## config.mk

```make
export PLATFORM = sky130hd
export DESIGN_NAME = disp_scan_ctrl_flat
export DESIGN_NICKNAME = d
export VERILOG_FILES = /design/src/rtl/disp_scan_if.sv /design/src/rtl/disp_scan_ctrl.sv /design/src/flat_wrapper.sv
export SDC_FILE = /design/constraint.sdc
export NUM_CORES = 1
export LEC_CHECK = 0
export CAP_MARGIN = 0
export CORE_AREA = 10 10 82 84
export DETAILED_ROUTE_END_ITERATION = 10
export DIE_AREA = 0 0 92 94
export PLACE_DENSITY = 0.7
export SYNTH_ARGS = -nofsm -noshare
export SYNTH_HDL_FRONTEND = slang
export SYNTH_SLANG_ARGS = --single-unit
```

## constraint.sdc

```tcl
create_clock -name clk -period 2.05 [get_ports clk]
set_input_delay 0.3075 -clock clk [delete_from_list [all_inputs] [get_ports clk]]
set_output_delay 0.3075 -clock clk [all_outputs]
set_load 0.005 [all_outputs]
```

## src/rtl/disp_scan_if.sv

```systemverilog
// Bus between the value-producing datapath and the display scan controller.
// The master side supplies digit values; the slave side drives the encoder code and digit enables.
interface disp_scan_if #(
    parameter int N_DIGITS = 4
);
    logic                    load;
    logic [4*N_DIGITS-1:0]   data_in;
    logic                    lz_blank;
    logic [3:0]              code;
    logic [N_DIGITS-1:0]     an;
    logic                    pending;
    logic                    frame_tick;

    modport master (
        output load, data_in, lz_blank,
        input  code, an, pending, frame_tick
    );

    modport slave (
        input  load, data_in, lz_blank,
        output code, an, pending, frame_tick
    );
endinterface

```

## src/rtl/disp_scan_ctrl.sv

```systemverilog
// Multiplexed seven-segment scan controller: double-buffered digit values, per-slot blanking,
// frame-aligned commit of new values and optional leading-zero suppression.
module disp_scan_ctrl #(
    parameter int N_DIGITS     = 4,
    parameter int DIV          = 1000,
    parameter int BLANK_CYCLES = 2
) (
    input  logic         clk,
    input  logic         rst_n,
    disp_scan_if.slave   bus
);
    localparam int CW = (DIV > 1) ? $clog2(DIV) : 1;
    localparam int IW = $clog2(N_DIGITS);
    localparam int DW = 4 * N_DIGITS;
    localparam logic [CW-1:0] CNT_LAST = CW'(DIV - 1);
    localparam logic [CW-1:0] CNT_SHOW = CW'(BLANK_CYCLES);
    localparam logic [IW-1:0] IDX_LAST = IW'(N_DIGITS - 1);

    typedef enum logic {PH_BLANK, PH_SHOW} phase_t;

    logic [CW-1:0]       cnt_reg, cnt_next;
    logic [IW-1:0]       idx_reg, idx_next;
    logic [DW-1:0]       active_reg, shadow_reg;
    logic                pending_reg;
    logic [N_DIGITS-1:0] an_reg;
    logic                frame_tick_reg;
    phase_t              phase_reg;

    logic                cnt_wrap, frame_wrap;
    logic [N_DIGITS-1:0] onehot_next;
    logic [3:0]          nib [N_DIGITS];
    logic [N_DIGITS-1:0] zero_or_blank;
    logic [N_DIGITS-1:0] suppress;
    logic                run;
    logic [3:0]          cur_digit;
    logic                cur_hidden;

    assign cnt_wrap   = (cnt_reg == CNT_LAST);
    assign frame_wrap = cnt_wrap && (idx_reg == IDX_LAST);

    always_comb begin
        cnt_next = cnt_reg + 1'b1;
        idx_next = idx_reg;
        if (cnt_wrap) begin
            cnt_next = '0;
            idx_next = (idx_reg == IDX_LAST) ? '0 : idx_reg + 1'b1;
        end
    end

    genvar gi;
    generate
        for (gi = 0; gi < N_DIGITS; gi++) begin : g_digit
            assign onehot_next[gi]   = (idx_next == IW'(gi));
            assign nib[gi]           = active_reg[gi*4 +: 4];
            assign zero_or_blank[gi] = (nib[gi] == 4'h0) || (nib[gi] == 4'hF);
        end
    endgenerate

    // A digit is suppressed when it and every more significant digit is zero or blank;
    // digit 0 always stays visible so a zero value still reads as "0".
    always_comb begin
        run      = 1'b1;
        suppress = '0;
        for (int k = N_DIGITS - 1; k >= 0; k--) begin
            run         = run & zero_or_blank[k];
            suppress[k] = run & (k != 0);
        end
    end

    assign cur_digit  = nib[idx_reg];
    assign cur_hidden = (cur_digit == 4'hF) || (bus.lz_blank && suppress[idx_reg]);

    // Enables and phase are registered from the next-state values so an never glitches;
    // only code keeps a live path from lz_blank.
    always_ff @(posedge clk or negedge rst_n) begin
        if (!rst_n) begin
            cnt_reg        <= '0;
            idx_reg        <= '0;
            active_reg     <= {DW{1'b1}};
            shadow_reg     <= {DW{1'b1}};
            pending_reg    <= 1'b0;
            an_reg         <= '0;
            frame_tick_reg <= 1'b0;
            phase_reg      <= PH_BLANK;
        end else begin
            cnt_reg        <= cnt_next;
            idx_reg        <= idx_next;
            phase_reg      <= (cnt_next >= CNT_SHOW) ? PH_SHOW : PH_BLANK;
            an_reg         <= (cnt_next >= CNT_SHOW) ? onehot_next : '0;
            frame_tick_reg <= (cnt_next == CNT_LAST) && (idx_next == IDX_LAST);
            if (frame_wrap && pending_reg)
                active_reg <= shadow_reg;
            if (bus.load) begin
                shadow_reg  <= bus.data_in;
                pending_reg <= 1'b1;
            end else if (frame_wrap) begin
                pending_reg <= 1'b0;
            end
        end
    end

    assign bus.code       = (phase_reg == PH_SHOW && !cur_hidden) ? cur_digit + 4'd1 : 4'd0;
    assign bus.an         = an_reg;
    assign bus.pending    = pending_reg;
    assign bus.frame_tick = frame_tick_reg;
endmodule

```

## src/flat_wrapper.sv

```systemverilog
// flat-port wrapper written by rule: the top's interface ports become plain ports
module disp_scan_ctrl_flat 
#(
    parameter int N_DIGITS     = 4,
    parameter int DIV          = 1000,
    parameter int BLANK_CYCLES = 2
)
  (clk, rst_n, bus_load, bus_data_in, bus_lz_blank, bus_code, bus_an, bus_pending, bus_frame_tick);
  disp_scan_if #(.N_DIGITS(N_DIGITS)) bus_i ();
  input  logic clk;
  input  logic rst_n;
  input wire logic [$bits(bus_i.load)-1:0] bus_load;
  input wire logic [$bits(bus_i.data_in)-1:0] bus_data_in;
  input wire logic [$bits(bus_i.lz_blank)-1:0] bus_lz_blank;
  output wire logic [$bits(bus_i.code)-1:0] bus_code;
  output wire logic [$bits(bus_i.an)-1:0] bus_an;
  output wire logic [$bits(bus_i.pending)-1:0] bus_pending;
  output wire logic [$bits(bus_i.frame_tick)-1:0] bus_frame_tick;
  assign bus_i.load = bus_load;
  assign bus_i.data_in = bus_data_in;
  assign bus_i.lz_blank = bus_lz_blank;
  assign bus_code = bus_i.code;
  assign bus_an = bus_i.an;
  assign bus_pending = bus_i.pending;
  assign bus_frame_tick = bus_i.frame_tick;
  disp_scan_ctrl #(.N_DIGITS(N_DIGITS), .DIV(DIV), .BLANK_CYCLES(BLANK_CYCLES)) u_core (.clk(clk), .rst_n(rst_n), .bus(bus_i));
endmodule
```

==> impl_results.md, run 1 <==
- H-tree depth: 2
- Setup slack, reg-to-reg: 90 ps
- Final core occ: 0.634
- Worst-path cell chain: mux4_2, ha_4, nand3_2, o211ai_1, buf_4, nor2_2, buf_2
- Setup Viol. Count Final: 4
- TritonCTS buffer count: 5
- Bufs and invs on worst path: 2
- Detail Route Antenna Nets: 0
- Die Ht: 94 um
- CP arrival: 1990 ps
- VDD IR max: 300 uV
- Critical path origin: u_core.idx_reg[0]
- Worst skew pair latency: 300 ps
- DR vias/cell: 5.21
- Initial core utilization: 0.494
- Post-Syn Area per Cell: 12.5 um^2
- CP Max Fanout: 4
- Max Fclk: 435 MHz
- Number of global-route vias before repair: 1775
- Routed len/inst: 14.9 um
- Rows: 26
- CP peak stage delay: 560 ps
- Critical Path RT: 1740 ps
- Post-synth EDFFs: 0
- Ant. Diodes: 0
- Clock buffer depth: 2
- Endpoints failing hold: 0
- Share of synthesized area occupied by flip-flops and latches: 0.525
- Ys Warns: 0
- CP Capture Type: primary output
- Reg-to-Reg End: u_core.bus.an[2]
- Clk slew on worst S/H paths: 90 ps
- Iter 0 DRT Violations: 105
- Failing checks: setup timing
- Startpoint Class: flop
- Final layout net count: 281
- Most frequent cell after synthesis: mux2_2
- CTS Sinks: 51
- Routed WL: 4890 um
- Worst hold slack: 494 ps
- Reg2reg start: u_core.cnt_reg[0]
- Core area: 5070 um^2
- Register bit count reported by yosys: 51
- Netlist cell types: 46
- Synth Cell Area: 2510 um^2
- Fin worst setup slack: -249 ps
- Root buf cell: clkbuf_8
- Final GP Congestion: 0.818
- Vias: 1704
- Clk_skew: 6.32 ps
- Asr flop ratio synth: 1.00
- CP top delay family: multiplexers
- FILL cells: 427
- Static Leak: 1.30 nW
- Io pins: 30
- Cell taking the most area after synthesis: dfstp_2
- CP Class: flop to primary output
- Max stage delay cell, worst path: mux4_2
- GR Overflow Total: 0
- Dpl hpwl: 3590 um
- Area share of the largest cell type after synthesis: 0.335
- RSZ-0062 raised after global routing: yes
- Depth of the most critical reg-to-reg path: 6
- Post-Syn Instances: 200
- Synth area leaders: dfstp_2 34%, dfrtp_1 19%, mux2_2 15%
- Die Width: 92 um
- Maximum number of pins on one net before global-route repair: 32
- Synth top cells by count: 33 x mux2_2, 32 x dfstp_2, 19 x dfrtp_1
- GRT Util Overall: 0.118
- Global-route wire length before repair: 8380 um
- Max Cap Violations: 0
- Area of the multi-input gates: 1180 um^2
- Area grow syn2layout: 28.3%
- Die area: 8650 um^2
- # port buffers: 29
- Fin crit period: 2300 ps
- First-pass DRT Iterations: 4
- Slew margin rel.: 0.668
- Initial antenna violation count: 0
- Worst-Margin Slew: 495 ps
- Slew Limit Fails: 0
- # DRC: 0
- Syn nets: 225
- Outcome: complete, but fails checks
- Sequential Area: 1320 um^2
- Fin crit share: 1.12
- Worst Hold Class: input port to async pin
- Share of post-route cells with drive strength above 1: 0.533
- Power per cell area: 545 nW/um^2
- CTS tree: yes
- Ys flop type: dfstp_2
[logic make-up after synthesis]
group           Yosys count  share of synthesized area
compound gates           22                     0.0624
buf+inv                  16                     0.0354
mux                      38                      0.188
simple gates             60                      0.136
fa+ha+maj                 5                     0.0250
flops                    51                      0.525
xor+xnor                  8                     0.0280
[report_power, final]
part           switching (mW)  total (mW)  internal [mW]
logic                  0.0380       0.103         0.0651
registers              0.0163        1.08           1.06
clock network           0.330       0.571          0.241
[area by class of cell]
cell class / count / area share
Clock buffer: 5 / 0.0214
Sequential cell: 51 / 0.411
Inverter: 7 / 0.00817
Tap cell: 70 / 0.0272
Timing Repair Buffer: 58 / 0.159
Clock inverter: 3 / 0.00584
Multi-Input combinational cell: 133 / 0.368
[per-layer routing]
metal | share of wire | vias to the layer above | wire length [um] | track usage
met1 | 0.46 | 814 | 2270 | 0.147
met4 | 0.015 | 0 | 74 | 0.0476
li1 | - | 835 | - | -
met3 | 0.064 | 6 | 312 | 0.0360
met2 | 0.46 | 49 | 2230 | 0.185
met5 | 0 | - | 0 | 0
[cell usage in the layout, fill, tap and decap left out, drive strengths merged, types with 3 or more instances in the layout]
| master | count |
|---|---|
| mux2 | 33 |
| buf | 33 |
| dfstp | 32 |
| clkdlybuf4s50 | 24 |
| dfrtp | 19 |
| nand2 | 15 |
| nor2 | 15 |
| inv | 8 |
| nand3 | 6 |
| clkbuf | 5 |
| nor3 | 5 |
| xnor2 | 5 |
| a21oi | 5 |
| ha | 5 |
| mux4 | 4 |
| nand4 | 4 |
| a31oi | 3 |
| xor2 | 3 |
| or4 | 3 |
| nor4 | 3 |
[how the worst max path moves through the flow]
stage,endpoint,depth (start not counted),slack [ps]
after floorplan,u_core.bus.an[2],7,-2
after global placement,bus_code[2],6,-250
after detailed placement,bus_code[1],6,-330
after CTS,bus_code[1],7,-290
after global routing,bus_code[0],7,-380
final,bus_code[0],7,-250
[per-stage QoR]
stage	power, mW	TNS, ps	std cells	worst slack (ps)	cell area [um^2]
after floorplan	1.13	-2.35	200	-2.35	2510
after global placement	1.20	-977	315	-253	3030
after detailed placement	1.20	-1220	315	-330	3030
after CTS	1.78	-1100	326	-289	3140
after global routing	1.82	-1600	327	-376	3220
final	1.75	-939	327	-249	3220
[what timing repair did]
action / CTS / global route
endpoints found under the setup margin: 4 / 10
gates resized for setup: 20 / 15
hold buffers: 1 / 0
setup buffers: 3 / 1
pin swaps: 6 / 6
endpoints found under the hold margin: 17 / 0
No activity file was read; power rests on OpenSTA's default activity.
==> inputs of run 2 (changes only) <==
Settings changed: DONT_BUFFER_PORTS set to 1, HOLD_SLACK_MARGIN set to 0.02, PLACE_DENSITY 0.7 to 0.62.
==> run 2 against run 1 <==
Effect of this change:
- the run still ends with setup timing left
- count of clock-buffer cells in the layout grew 1
- largest cell class unchanged
- clock skew increased by 5.6 ps
- sequential power about the same
- worst setup slack better by 72 ps
- via count decreased by 6.2%
- critical path depth down 2
- sequential share of layout area increased by 5.3 points
- critical path type unchanged
- final cell count fell by 13%
- register-to-register slack better by 20 ps
==> impl_results.md, run 2 (same netlist as run 1, synthesis figures left out) <==
- Initial antenna violation count: 0 (unchanged)
- GR Overflow Total: 0 (unchanged)
- Static Leak: 1.12 nW (was 1.30 nW)
- Max Fclk: 449 MHz (was 435 MHz)
- Sequential Power Share: 0.613 (was 0.616)
- Switching Share: 0.219 (about the same)
- Slew margin rel.: 0.761 (was 0.668)
- TritonCTS buffer count: 5 (unchanged)
- Worst skew pair latency: 310 ps (was 300 ps)
- Routed len/inst: 17.7 um (was 14.9 um)
- Vias: 1598 (was 1704)
- Number of global-route vias before repair: 1691 (was 1775)
- Sequential Area: 1320 um^2 (unchanged)
- Rows: 26 (unchanged)
- Worst Hold Class: input port to flop (was input port to async pin)
- Reg2reg start: u_core.cnt_reg[1] (was u_core.cnt_reg[0])
- Depth of the most critical reg-to-reg path: 6 (unchanged)
- Worst-Margin Slew: 356 ps (was 495 ps)
- Endpoints failing hold: 0 (unchanged)
- Iter 0 DRT Violations: 56 (was 105)
- Fin cells: 286 (was 327)
- CP top delay family: multiplexers (unchanged)
- Outcome: complete, but fails checks (unchanged)
- Io pins: 30 (unchanged)
- Reg-to-Reg End: u_core.bus.an[3] (was u_core.bus.an[2])
- Core area: 5070 um^2 (unchanged)
- CP Max Fanout: 4 (unchanged)
- Final layout net count: 240 (was 281)
- CP Class: flop to primary output (unchanged)
- FILL cells: 451 (was 427)
- CP arrival: 1920 ps (was 1990 ps)
- CP peak stage delay: 570 ps (was 560 ps)
- Die Width: 92 um (unchanged)
- GRT Util Overall: 0.126 (was 0.118)
- Clk_skew: 11.9 ps (was 6.32 ps)
- Clock buffer depth: 2 (unchanged)
- Min-delay src: bus_load
- Initial core utilization: 0.494 (unchanged)
- Setup slack, reg-to-reg: 110 ps (was 90 ps)
- Final GP Congestion: 0.804 (was 0.818)
- VDD IR max: 486 uV (was 300 uV)
- # DRC: 0 (unchanged)
- CTS Sinks: 51 (unchanged)
- Ant. Diodes: 0 (unchanged)
- Logic pwr share: 0.037 (was 0.059)
- Detail Route Antenna Nets: 0 (unchanged)
- Global-route wire length before repair: 8850 um (was 8380 um)
- CP Capture Type: primary output (unchanged)
- Cell count after placement: 274 (was 315)
- Clk slew on worst S/H paths: 90 ps (about the same)
- Area of the multi-input gates: 1140 um^2 (was 1180 um^2)
- Hold Crit Depth: 1
- First-pass DRT Iterations: 4 (unchanged)
- Setup Viol. Count Final: 4 (unchanged)
- Critical Path RT: 1740 ps (about the same)
- Power per cell area: 618 nW/um^2 (was 545 nW/um^2)
- Pre-CTS setup slack: 67.7 ps (was -330 ps)
- Bufs and invs on worst path: 0 (was 2)
- Worst Hold Endpoint: u_core.bus.pending
- Failing checks: setup timing (unchanged)
- Net Sw Power: 385 uW (was 384 uW)
- Root buf cell: clkbuf_8 (unchanged)
- Fin worst setup slack: -177 ps (was -249 ps)
- DR vias/cell: 5.59 (was 5.21)
- Startpoint Class: flop (unchanged)
- Dpl hpwl: 3780 um (was 3590 um)
- Slew Limit Fails: 0 (unchanged)
- Max stage delay cell, worst path: mux4_2 (unchanged)
- Worst-path cell chain: mux4_2, ha_4, nand3_2, o211ai_1, nor2_1 (was mux4_2, ha_4, nand3_2, o211ai_1, buf_4, nor2_2, buf_2)
- Share of post-route cells with drive strength above 1: 0.523 (was 0.533)
- Maximum number of pins on one net before global-route repair: 52 (was 32)
- Routed WL: 5070 um (was 4890 um)
- Clock network power share: 0.350 (was 0.326)
- Commonest cells after routing, fill and taps aside: 33 x mux2_2, 32 x dfstp_2, 16 x dfrtp_1 (was 33 x mux2_2, 32 x dfstp_2, 26 x buf_4)
- H-tree depth: 2 (unchanged)
- Die Ht: 94 um (unchanged)
- Fin crit period: 2230 ps (was 2300 ps)
- # port buffers: 0 (was 29)
- Fin crit share: 1.09 (was 1.12)
- Max Cap Violations: 0 (unchanged)
- CTS tree: yes (unchanged)
- Most common cell after layout, fill and taps aside: mux2_2 (unchanged)
- Die area: 8650 um^2 (unchanged)
- Area grow syn2layout: 13.6% (was 28.3%)
- P_int: 1.37 mW (about the same)
- RSZ-0062 raised after global routing: yes (unchanged)
## run 2: layer usage
layer  vias to the layer above  wire length, um  track usage
met2                        37             2530        0.208
met1                       801             2170        0.150
met5                         -                0            0
met4                         0               70       0.0386
met3                         8              296       0.0440
li1                        752                -            -
## run 2: what timing repair did
item	CTS	global route
pin swaps	4	4
hold endpoints to repair	51	0
hold buffers	2	0
endpoints found under the setup margin	4	10
buffers inserted	1	1
gates resized for setup	4	5
## run 2: through the flow
step	power [mW]	area (um^2)	util	hold slack, ps	setup TNS [ps]
after floorplan	1.13	2510	-	11.9	-2.35
after global placement	1.13	2660	0.523	13.7	0
after detailed placement	1.13	2660	0.523	14.4	0
after CTS	1.78	2820	0.555	90.8	-659
after global routing	1.85	2850	0.561	81.1	-1060
final	1.76	2850	0.561	97.4	-661
## run 2: power groups by stage
stage	sequential (mW)	clock [mW]	combinational [mW]
after floorplan	1.09	0	0.0406
after global placement	1.09	0	0.0367
after detailed placement	1.10	0	0.0387
after CTS	1.08	0.638	0.0669
after global routing	1.08	0.690	0.0741
final	1.08	0.617	0.0649
## run 2: cell type report
class	instances	area share
clock buffer	6	0.0290
tap	70	0.0308
timing repair buffer	17	0.0615
inverter	7	0.00923
multi-input combinational	133	0.400
sequential	51	0.464
clock inverter	2	0.00571
## run 2: worst max path at each step
stage                       from               end  slack [ps]  cells past startpoint
2_1_floorplan  u_core.cnt_reg[0]  u_core.bus.an[2]          -2                      7
3_3_place_gp   u_core.idx_reg[0]       bus_code[2]          90                      5
3_5_place_dp   u_core.idx_reg[0]       bus_code[3]          70                      5
4_1_cts        u_core.idx_reg[0]       bus_code[3]        -170                      5
5_1_grt        u_core.idx_reg[0]       bus_code[0]        -270                      5
6_report       u_core.idx_reg[0]       bus_code[2]        -180                      5
==> edit, RTL diff (config.mk and constraints of run 2) <==
`DIV` is set to 1000 in 2 places; all go to 500.
--- a/src/rtl/disp_scan_ctrl.sv
+++ b/src/rtl/disp_scan_ctrl.sv
@@ -2,7 +2,7 @@
 // frame-aligned commit of new values and optional leading-zero suppression.
 module disp_scan_ctrl #(
     parameter int N_DIGITS     = 4,
-    parameter int DIV          = 1000,
+    parameter int DIV          = 500,
     parameter int BLANK_CYCLES = 2
 ) (
     input  logic         clk,
--- a/src/flat_wrapper.sv
+++ b/src/flat_wrapper.sv
@@ -2,7 +2,7 @@
 module disp_scan_ctrl_flat 
 #(
     parameter int N_DIGITS     = 4,
-    parameter int DIV          = 1000,
+    parameter int DIV          = 500,
     parameter int BLANK_CYCLES = 2
 )
   (clk, rst_n, bus_load, bus_data_in, bus_lz_blank, bus_code, bus_an, bus_pending, bus_frame_tick);
Function: no difference found for any inputs over 10 cycles, from zero or initial values and one cycle with rst_n low; that may be too few to reach the edited logic, so the function may still have changed.
==> edit against run 2 <==
- the run still ends with setup timing left
- sequential cell count is 1 lower
- setup slack better by 0.065 ns
- synthesized area is 4.3% lower
- final area is 4.2% lower
- total power is 0.24% higher
- count of clock-buffer cells in the layout is 2 higher
- routed wire length is 8.2% lower
- highest routed layer unchanged
==> edit: results (changes against run 2) <==
metric,value,unit,change
outcome,"finished, violations left",,
failed_checks,setup timing,,
grt_pass1_vias,1638,,-3.1%
synth.yosys.seq_area_share,0.538,,+0.0131
drive_above_1_share,0.453,,-0.0699
r2r-start,u_core.cnt_reg[3]$_DFF_PN0_,,
crit_fanout,4,,unchanged
cts-root-buf,clkbuf_8,,
ant_nets,0,,unchanged
drtIter0Drc,124,,+120%
crit_path_top_delay_cell,mux4_2,,
p_leak,1.11,nW,-1.1%
yosys_warnings,0,,unchanged
drt-total-wl,4.66,mm,-8.2%
viasPerCell,5.52,,-1.1%
ys_top_cells_by_count,"32 x dfstp_2, 23 x mux2_2, 18 x dfrtp_1, 16 x nor2_1, 11 x nand2_1",,
worst_slack,-0.112,ns,+0.0653 ns
dp_hpwl,3.44,mm,-8.9%
synthTopCellsByArea,"dfstp_2 35%, dfrtp_1 19%, mux2_2 11%",,
skew,0.00598,ns,-0.00591 ns
antennaDiodeCount,0,,unchanged
track_usage,0.117,,-0.00889
critPathTopFamily,multiplexers,,
gp_congestion,0.852,,+5.9%
setup-violations-final,4,,unchanged
finalSetupTns,-0.412,ns,+0.248 ns
antenna_found_initial,0,,unchanged
ir_drop,0.000436,V,-10%
crit_start,u_core.idx_reg[0]$_DFF_PN0_,,
grt_max_degree,51,,-1.9%
tightest_slew,0.345,ns,-0.0114 ns
syn_nets,212,,-5.8%
fin_nets,225,,-6.3%
ys_types,44,,-4.3%
drt_pass1_iterations,4,,unchanged
slowest_delay,0.57,ns,about the same
place_area,2520,um2,-5.3%
crit_required,1.74,ns,about the same
clk_latency,0.29,ns,-0.02 ns
htree_levels,2,,unchanged
grt_pass1_wl,8.25,mm,-6.9%
worstHoldStart,bus_load,,
edit: cell types whose count changed in the layout (fill, tap and decap cells not counted), sizes merged, moves of 2 or more:
| cell | before | now |
|---|---|---|
| inv | 7 | 5 |
| nor3 | 5 | 3 |
| nor4b | 2 | 0 |
| nand2 | 15 | 11 |
| and2 | 2 | 0 |
| nand3 | 6 | 8 |
| a31oi | 3 | 0 |
| or4 | 3 | 1 |
| ha | 5 | 3 |
| clkbuf | 6 | 8 |
edit: worst paths after layout:
kind                       cells after the start                          endpoint  slack, ns
min in group asynchronous                      2       u_core.cnt_reg[2]$_DFF_PN0_       0.51
hold reg to reg                                2       u_core.cnt_reg[0]$_DFF_PN0_       0.57
setup / recovery                               5                       bus_code[2]      -0.11
max in group asynchronous                      2  u_core.shadow_reg[3]$_DFFE_PN1P_       1.26
hold / removal                                 1    u_core.bus.pending$_DFFE_PN0P_       0.13
setup reg to reg                               6        u_core.bus.an[3]$_DFF_PN0_       0.13
edit: final cells by class:
cell class | count | area (um2)
clock buffer | 8 | 110
fill | 454 | 2350
inverter | 5 | 18.8
multi-input combinational | 124 | 1060
sequential | 50 | 1290
tap | 70 | 87.6
timing repair buffer | 16 | 159
edit: report_power, final:
part / switching, mW / total, mW / leakage (nW) / internal, mW
clock: 0.301 / 0.642 / 0.0575 / 0.341
combinational: 0.0271 / 0.0630 / 0.503 / 0.0359
sequential: 0.0160 / 1.06 / 0.551 / 1.04
total: 0.344 / 1.76 / 1.11 / 1.42
edit: what timing repair did:
action | CTS | global route
hold buffers | 2 | 0
setup buffers | 4 | 0
pin swaps | 5 | 4
endpoints found under the hold margin | 50 | 0
resized for setup | 5 | 3
endpoints found under the setup margin | 4 | 25
edit: cells by family (layout without fill, tap and decap cells):
kind of cell             count (synthesis)  in the layout  synth area share
AND/OR/NAND/NOR                         59             59             0.136
AO/OA/AOI/OAI                           16             16            0.0527
adder cells (fa/ha/maj)                  3              3            0.0157
multiplexers                            38             38             0.197
flip-flops                              50             50             0.538
XOR/XNOR                                 8              8            0.0292
buffers and inverters                   15             29            0.0318
edit: per-layer routing:
metal / share of wire / wire length, um / vias up / GRT usage
met2: 0.50 / 2310 / 46 / 0.190
met4: 0.016 / 74 / 0 / 0.0411
met5: 0 / 0 / - / 0
met1: 0.42 / 1970 / 748 / 0.136
li1: - / - / 708 / -
met3: 0.065 / 301 / 6 / 0.0496
edit: per-stage QoR:
| step | hold WS (ns) | worst slack (ns) | utilization | instances |
|---|---|---|---|---|
| floorplan | 0.0119 | 0.0779 | - | 189 |
| global placement | 0.0137 | 0.136 | 0.496 | 259 |
| detailed placement | 0.0142 | 0.0717 | 0.496 | 259 |
| CTS | 0.115 | -0.158 | 0.535 | 273 |
| global route | 0.0993 | -0.208 | 0.537 | 273 |
| finish | 0.127 | -0.112 | 0.537 | 273 |
